--- config.mk ---
export PLATFORM = sky130hd
export DESIGN_NAME = decode_stage
export DESIGN_NICKNAME = d
export VERILOG_FILES = /design/src/rtl/decode_pkg.sv /design/src/rtl/decode_comb.sv /design/src/rtl/decode_stage.sv
export SDC_FILE = /design/constraint.sdc
export NUM_CORES = 1
export LEC_CHECK = 0
export ABC_AREA = 1
export BUFFER_PORTS_ARGS = -buffer_cell sky130_fd_sc_hd__buf_4
export CAP_MARGIN = 20
export CORE_MARGIN = 2
export CORE_UTILIZATION = 30
export DETAILED_ROUTE_END_ITERATION = 8
export HOLD_SLACK_MARGIN = 0.12
export SYNTH_ARGS = -nofsm -noshare
export SYNTH_HDL_FRONTEND = slang
export SYNTH_SLANG_ARGS = --single-unit
--- constraint.sdc ---
create_clock -name clk -period 1.8 [get_ports clk]
set_clock_uncertainty 0.05 [all_clocks]
set_input_delay 0.36 -clock clk [delete_from_list [all_inputs] [get_ports clk]]
set_output_delay 0.36 -clock clk [all_outputs]
set_load 0.01 [all_outputs]
--- src/rtl/decode_pkg.sv ---
// -----------------------------------------------------------------------------
// decode_pkg
// Shared definitions for the RV32I/RV64I decode stage:
//   - base opcode constants (instr[6:0])
//   - instruction format codes carried on out_fmt
//   - decode_bundle_t, the decoded-instruction record held in the stage's
//     main and skid registers
// The bundle is sized for the widest datapath (64 bits); narrower
// instances use the low XLEN bits of pc and imm.
// -----------------------------------------------------------------------------
package decode_pkg;

    localparam int unsigned MAX_XLEN = 64;

    // Base opcodes
    localparam logic [6:0] OPC_LOAD     = 7'b0000011;
    localparam logic [6:0] OPC_MISC_MEM = 7'b0001111;
    localparam logic [6:0] OPC_OPIMM    = 7'b0010011;
    localparam logic [6:0] OPC_AUIPC    = 7'b0010111;
    localparam logic [6:0] OPC_OPIMM32  = 7'b0011011;
    localparam logic [6:0] OPC_STORE    = 7'b0100011;
    localparam logic [6:0] OPC_OP       = 7'b0110011;
    localparam logic [6:0] OPC_LUI      = 7'b0110111;
    localparam logic [6:0] OPC_OP32     = 7'b0111011;
    localparam logic [6:0] OPC_BRANCH   = 7'b1100011;
    localparam logic [6:0] OPC_JALR     = 7'b1100111;
    localparam logic [6:0] OPC_JAL      = 7'b1101111;
    localparam logic [6:0] OPC_SYSTEM   = 7'b1110011;

    // Format codes
    localparam logic [2:0] FMT_R    = 3'd0;
    localparam logic [2:0] FMT_I    = 3'd1;
    localparam logic [2:0] FMT_S    = 3'd2;
    localparam logic [2:0] FMT_B    = 3'd3;
    localparam logic [2:0] FMT_U    = 3'd4;
    localparam logic [2:0] FMT_J    = 3'd5;
    localparam logic [2:0] FMT_NONE = 3'd7;

    typedef struct packed {
        logic [MAX_XLEN-1:0] pc;
        logic [MAX_XLEN-1:0] imm;
        logic [6:0]          opcode;
        logic [2:0]          funct3;
        logic [6:0]          funct7;
        logic [4:0]          rd;
        logic [4:0]          rs1;
        logic [4:0]          rs2;
        logic [2:0]          fmt;
        logic                rs1_used;
        logic                rs2_used;
        logic                rd_we;
        logic                illegal;
    } decode_bundle_t;

endpackage

--- src/rtl/decode_comb.sv ---
// -----------------------------------------------------------------------------
// decode_comb
// Purely combinational RV32I/RV64I decoder: raw instruction word + pc in,
// decode_bundle_t out. No state; the stage registers the result.
// Ports:
//   i_instr  [31:0]     raw instruction word
//   i_pc     [XLEN-1:0] instruction address (zero-extended into the bundle)
//   o_bundle            decoded fields, format, immediate, usage/illegal flags
// Immediates are always built sign-extended to 64 bits; the low XLEN bits
// are therefore the correct XLEN-wide sign extension as well.
// -----------------------------------------------------------------------------
module decode_comb
    import decode_pkg::*;
#(
    parameter int XLEN = 32
) (
    input  logic [31:0]     i_instr,
    input  logic [XLEN-1:0] i_pc,
    output decode_bundle_t  o_bundle
);

    logic [2:0]          w_fmt;
    logic [MAX_XLEN-1:0] w_imm;
    logic                w_is_rv64;

    assign w_is_rv64 = (XLEN == 64);

    // Format classification; anything not listed stays FMT_NONE (illegal).
    always_comb begin
        w_fmt = FMT_NONE;
        case (i_instr[6:0])
            OPC_LOAD, OPC_OPIMM, OPC_JALR,
            OPC_SYSTEM, OPC_MISC_MEM:     w_fmt = FMT_I;
            OPC_OPIMM32:                  w_fmt = w_is_rv64 ? FMT_I : FMT_NONE;
            OPC_STORE:                    w_fmt = FMT_S;
            OPC_BRANCH:                   w_fmt = FMT_B;
            OPC_LUI, OPC_AUIPC:           w_fmt = FMT_U;
            OPC_JAL:                      w_fmt = FMT_J;
            OPC_OP:                       w_fmt = FMT_R;
            OPC_OP32:                     w_fmt = w_is_rv64 ? FMT_R : FMT_NONE;
            default:                      w_fmt = FMT_NONE;
        endcase
        // Compressed/reserved quadrants are never legal here.
        if (i_instr[1:0] != 2'b11) begin
            w_fmt = FMT_NONE;
        end
    end

    always_comb begin
        w_imm = '0;
        case (w_fmt)
            FMT_I:   w_imm = {{52{i_instr[31]}}, i_instr[31:20]};
            FMT_S:   w_imm = {{52{i_instr[31]}}, i_instr[31:25], i_instr[11:7]};
            FMT_B:   w_imm = {{52{i_instr[31]}}, i_instr[7], i_instr[30:25],
                              i_instr[11:8], 1'b0};
            FMT_U:   w_imm = {{32{i_instr[31]}}, i_instr[31:12], 12'h000};
            FMT_J:   w_imm = {{44{i_instr[31]}}, i_instr[19:12], i_instr[20],
                              i_instr[30:21], 1'b0};
            default: w_imm = '0;
        endcase
    end

    always_comb begin
        o_bundle          = '0;
        o_bundle.pc       = MAX_XLEN'(i_pc);
        o_bundle.imm      = w_imm;
        o_bundle.opcode   = i_instr[6:0];
        o_bundle.funct3   = i_instr[14:12];
        o_bundle.funct7   = i_instr[31:25];
        o_bundle.rd       = i_instr[11:7];
        o_bundle.rs1      = i_instr[19:15];
        o_bundle.rs2      = i_instr[24:20];
        o_bundle.fmt      = w_fmt;
        o_bundle.illegal  = (w_fmt == FMT_NONE);
        o_bundle.rs1_used = (w_fmt == FMT_R) || (w_fmt == FMT_I) ||
                            (w_fmt == FMT_S) || (w_fmt == FMT_B);
        o_bundle.rs2_used = (w_fmt == FMT_R) || (w_fmt == FMT_S) ||
                            (w_fmt == FMT_B);
        // ECALL/EBREAK (SYSTEM, funct3=000) write nothing; x0 is never written.
        o_bundle.rd_we    = ((w_fmt == FMT_R) || (w_fmt == FMT_I) ||
                             (w_fmt == FMT_U) || (w_fmt == FMT_J)) &&
                            !((i_instr[6:0] == OPC_SYSTEM) && (i_instr[14:12] == 3'b000)) &&
                            (i_instr[11:7] != 5'd0);
    end

endmodule

--- src/rtl/decode_stage.sv ---
// -----------------------------------------------------------------------------
// decode_stage
// Registered decode pipeline stage between fetch and register-read/execute.
// Ports:
//   clk, rst            clock, synchronous active-high reset
//   flush               drop everything held plus any input of this cycle
//   in_valid/in_ready   upstream handshake; in_instr, in_pc carried with it
//   out_valid/out_ready downstream handshake
//   out_pc, out_rs1/rs2/rd, out_opcode/funct3/funct7, out_imm, out_fmt,
//   out_rs1_used, out_rs2_used, out_rd_we, out_illegal   decoded instruction
// Handshake: a beat moves when valid && ready on the same rising edge. Once
// out_valid is high, all out_* hold until out_ready is seen. Inputs reach the
// outputs only through a register (one cycle latency).
// SKID=1: main register + one skid entry; in_ready = !skid_full (derived
// from state only), full throughput. SKID=0: main register only, in_ready =
// !out_valid || out_ready.
// -----------------------------------------------------------------------------
module decode_stage
    import decode_pkg::*;
#(
    parameter int XLEN = 32,
    parameter int SKID = 1
) (
    input  logic            clk,
    input  logic            rst,
    input  logic            flush,
    input  logic            in_valid,
    output logic            in_ready,
    input  logic [31:0]     in_instr,
    input  logic [XLEN-1:0] in_pc,
    output logic            out_valid,
    input  logic            out_ready,
    output logic [XLEN-1:0] out_pc,
    output logic [4:0]      out_rs1,
    output logic [4:0]      out_rs2,
    output logic [4:0]      out_rd,
    output logic [6:0]      out_opcode,
    output logic [2:0]      out_funct3,
    output logic [6:0]      out_funct7,
    output logic [XLEN-1:0] out_imm,
    output logic [2:0]      out_fmt,
    output logic            out_rs1_used,
    output logic            out_rs2_used,
    output logic            out_rd_we,
    output logic            out_illegal
);

    decode_bundle_t r_main;
    decode_bundle_t r_skid;
    logic           r_main_valid;
    logic           r_skid_valid;

    decode_bundle_t w_dec;
    logic           w_in_fire;
    logic           w_main_free;
    logic           w_ready_raw;
    logic           w_unused_hi;

    decode_comb #(.XLEN(XLEN)) u_decode_comb (
        .i_instr  (in_instr),
        .i_pc     (in_pc),
        .o_bundle (w_dec)
    );

    // Main register can take a new entry when empty or being drained.
    assign w_main_free = !r_main_valid || out_ready;
    assign w_ready_raw = (SKID != 0) ? !r_skid_valid : w_main_free;
    assign in_ready    = w_ready_raw && !rst;
    assign w_in_fire   = in_valid && in_ready;

    // With SKID=0 a stalled main register implies in_ready=0, so the skid
    // entry is never loaded and r_skid_valid stays 0.
    always_ff @(posedge clk) begin
        if (rst) begin
            r_main       <= '0;
            r_main_valid <= 1'b0;
            r_skid       <= '0;
            r_skid_valid <= 1'b0;
        end else if (flush) begin
            r_main_valid <= 1'b0;
            r_skid_valid <= 1'b0;
        end else if (w_main_free) begin
            if (r_skid_valid) begin
                // Older skid entry goes first to preserve order.
                r_main       <= r_skid;
                r_main_valid <= 1'b1;
                if (w_in_fire) begin
                    r_skid <= w_dec;
                end else begin
                    r_skid_valid <= 1'b0;
                end
            end else if (w_in_fire) begin
                r_main       <= w_dec;
                r_main_valid <= 1'b1;
            end else begin
                r_main_valid <= 1'b0;
            end
        end else if (w_in_fire) begin
            r_skid       <= w_dec;
            r_skid_valid <= 1'b1;
        end
    end

    assign out_valid    = r_main_valid;
    assign out_pc       = r_main.pc[XLEN-1:0];
    assign out_imm      = r_main.imm[XLEN-1:0];
    assign out_rs1      = r_main.rs1;
    assign out_rs2      = r_main.rs2;
    assign out_rd       = r_main.rd;
    assign out_opcode   = r_main.opcode;
    assign out_funct3   = r_main.funct3;
    assign out_funct7   = r_main.funct7;
    assign out_fmt      = r_main.fmt;
    assign out_rs1_used = r_main.rs1_used;
    assign out_rs2_used = r_main.rs2_used;
    assign out_rd_we    = r_main.rd_we;
    assign out_illegal  = r_main.illegal;

    // Upper bundle bits are dead when XLEN=32.
    assign w_unused_hi = ^{r_main.pc, r_main.imm};

endmodule

==> metrics.txt <==
CTS Buf Count 25; Initial Util 0.3060; n_diodes 0; Netlist Area Pre-Place 0.008830 mm²; Worst VDD drop 0.0006271 V; average wire per standard cell 16.04 µm; Setup WS pre-CTS -452.5 ps; CP arrival 2120 ps; Static Leak 0.005845 µW; clk slew on worst S/H paths 60 ps; Syn Area/Cell 7.273 µm²; pwr/cell area 860.3 mW/mm²; first-pass GRT wire length 45510 µm; I/O pins 174; WS Path Type reg2reg; cell count after synthesis 1214; Starting DRT DRC Count 910; DRT Pass-1 Iters 5; Worst Setup End Kind flip-flop; Rows 62; Post-synth EDFFs 0; Max clock buf depth 3; final WL 29870 µm; Fmax 584.7 MHz; Tightest Pin Transition 795.7 ps; ys flop type dfxtp_1; YS warnings 0; clock sinks 208; DP HPWL 18830 µm; shortest period the worst path allows 1710 ps; startpoint types flip-flop; antenna violations before repair 0; final setup fails 0; area delta synth->final 43.36%; final count of hold timing violations 0; H-tree depth 1; vias per cell 4.957; final RePlAce weighted congestion 0.8004; max cap viols 0; sequential share of the synthesized area 0.4716; count of unique library cells instantiated by Yosys 31; ys async rst share 0; vias post-DR 9230; final setup margin 89.75 ps; outcome finished clean; Clock Latency Late Sink 520 ps; Die X 175.6 µm; Final period util 0.9501; CTS Root Cell clkbuf_16; critical path fanouts, max 19; ranking of synthesized cells by area dfxtp_1 47%, nand2_1 10%, o21ai_0 8.1%; Buffers on Ports 173; Final #Nets 1529; Max transition margin 0.4695; Req. time, crit path 2210 ps; top-area cell type share of the netlist area 0.4716; largest net degree at the start of global routing 171; setup TNS 0 ps; gr ovfl total 0; Final Power 10890 µW; # DRC 0; fraction of layout cells with a size suffix above 1 0.2199; area of the die 0.03082 mm²; area of the core 0.02886 mm²; CTS tree built; RSZ-0062 raised after global routing no; post-synth top area cell dfxtp_1; Die H 175.6 µm; HP Class in2reg; Routed Antenna Nets 0; Total GRT Usage 0.1814; syn nets 1283; vias in the first global route 8323; synthesis-stage register bit count 208; Slew Viols, Final 0
worst max-delay path: stages (launching register included):
cell       delay, ps
dfxtp_1          320
inv_1             60
nor2_4           130
inv_2             80
nor3_4           320
buf_12           200
buf_12           110
clkbuf_16        170
o21ai_0           80
nor2_1           110
power breakdown:
part           switching, µW  internal [µW]
clock network           2000           3150
registers               54.8           4700
logic                    498            475
total                   2560           8330
final timing paths:
check	to	start	slack, ps	cells after the start
max reg2reg	r_skid[13]	out_valid	90	9
min	out_valid	out_ready	130	4
min reg2reg	r_skid[3]	r_skid[3]	410	2
max	r_skid[13]	out_valid	90	9
per-layer routing:
metal  up-vias  track usage  share of wire
met5         -            0              0
met4         0      0.06921          0.035
met3        61      0.03398          0.069
met2       288       0.2817           0.45
met1      4302       0.2498           0.45
li1       4579            -              -
cell type report:
cell class / instances / area (µm²)
timing repair buffer: 319 / 2890
fill: 2898 / 16200
tap: 384 / 480.5
multi-input combinational: 836 / 4011
clock inverter: 11 / 143.9
clock buffer: 34 / 699.4
inverter: 70 / 267.8
sequential: 208 / 4165
state kept, by name (all words and copies together), names as in the netlist:
| register | count |
|---|---|
| out_funct3 | 3 |
| out_illegal | 1 |
| out_rs2_used | 1 |
| r_skid | 103 |
| out_rs2 | 5 |
| out_funct7 | 7 |
| out_rd | 5 |
| out_rs1 | 5 |
| out_opcode | 7 |
| r_skid_valid | 1 |
| out_imm | 32 |
| out_rs1_used | 1 |
| out_rd_we | 1 |
| out_valid | 1 |
| out_fmt | 3 |
| out_pc | 32 |
cells in the mapped netlist (2+ instances only):
library cell	instances
a21oi_1	76
a31o_2	6
a31oi_1	65
buf_1	4
buf_2	27
buf_4	10
clkbuf_1	59
dfxtp_1	208
inv_1	65
inv_2	5
nand2_1	235
nand2_2	3
nand3_1	53
nand4_1	18
nor2_1	172
nor2_2	2
nor2_4	2
nor3_1	14
o211ai_1	32
o21ai_0	143
o22ai_1	5
through the flow:
| stage | util | std cells | hold slack, ps | area [µm²] |
|---|---|---|---|---|
| 2_1_floorplan | - | 1214 | 382.8 | 8830 |
| 3_3_place_gp | 0.3770 | 1740 | 404.9 | 10880 |
| 3_5_place_dp | 0.3770 | 1740 | 405.3 | 10880 |
| 4_1_cts | 0.4298 | 1853 | 122.3 | 12400 |
| 5_1_grt | 0.4386 | 1862 | 141.2 | 12660 |
| 6_report | 0.4386 | 1862 | 131.5 | 12660 |
timing repair:
item,in CTS,in global routing
buffers inserted,1,2
hold buffers,67,2
gates resized for setup,1,21
pin swaps,1,2
endpoints found under the hold margin,114,2
gates cloned,0,6
endpoints found under the setup margin,22,115
placed cells by master (no fill, tap or decap), drive strengths merged, types with 16 or more instances in the layout:
cell type / synthesis / final
o21ai: 143 / 143
a31oi: 65 / 65
nand3: 54 / 54
dlygate4sd3: 0 / 68
nor2: 176 / 176
buf: 41 / 246
clkbuf: 59 / 39
o211ai: 32 / 32
nand4: 19 / 19
a21oi: 76 / 76
nand2: 238 / 238
dfxtp: 208 / 208
inv: 70 / 71
nor3: 16 / 16
logic make-up after synthesis:
| kind of cell | Yosys count | synth area share |
|---|---|---|
| simple gates | 506 | 0.2383 |
| compound gates | 330 | 0.2097 |
| flops | 208 | 0.4716 |
| buf+inv | 170 | 0.08034 |
No activity file was read; power rests on OpenSTA's default activity.
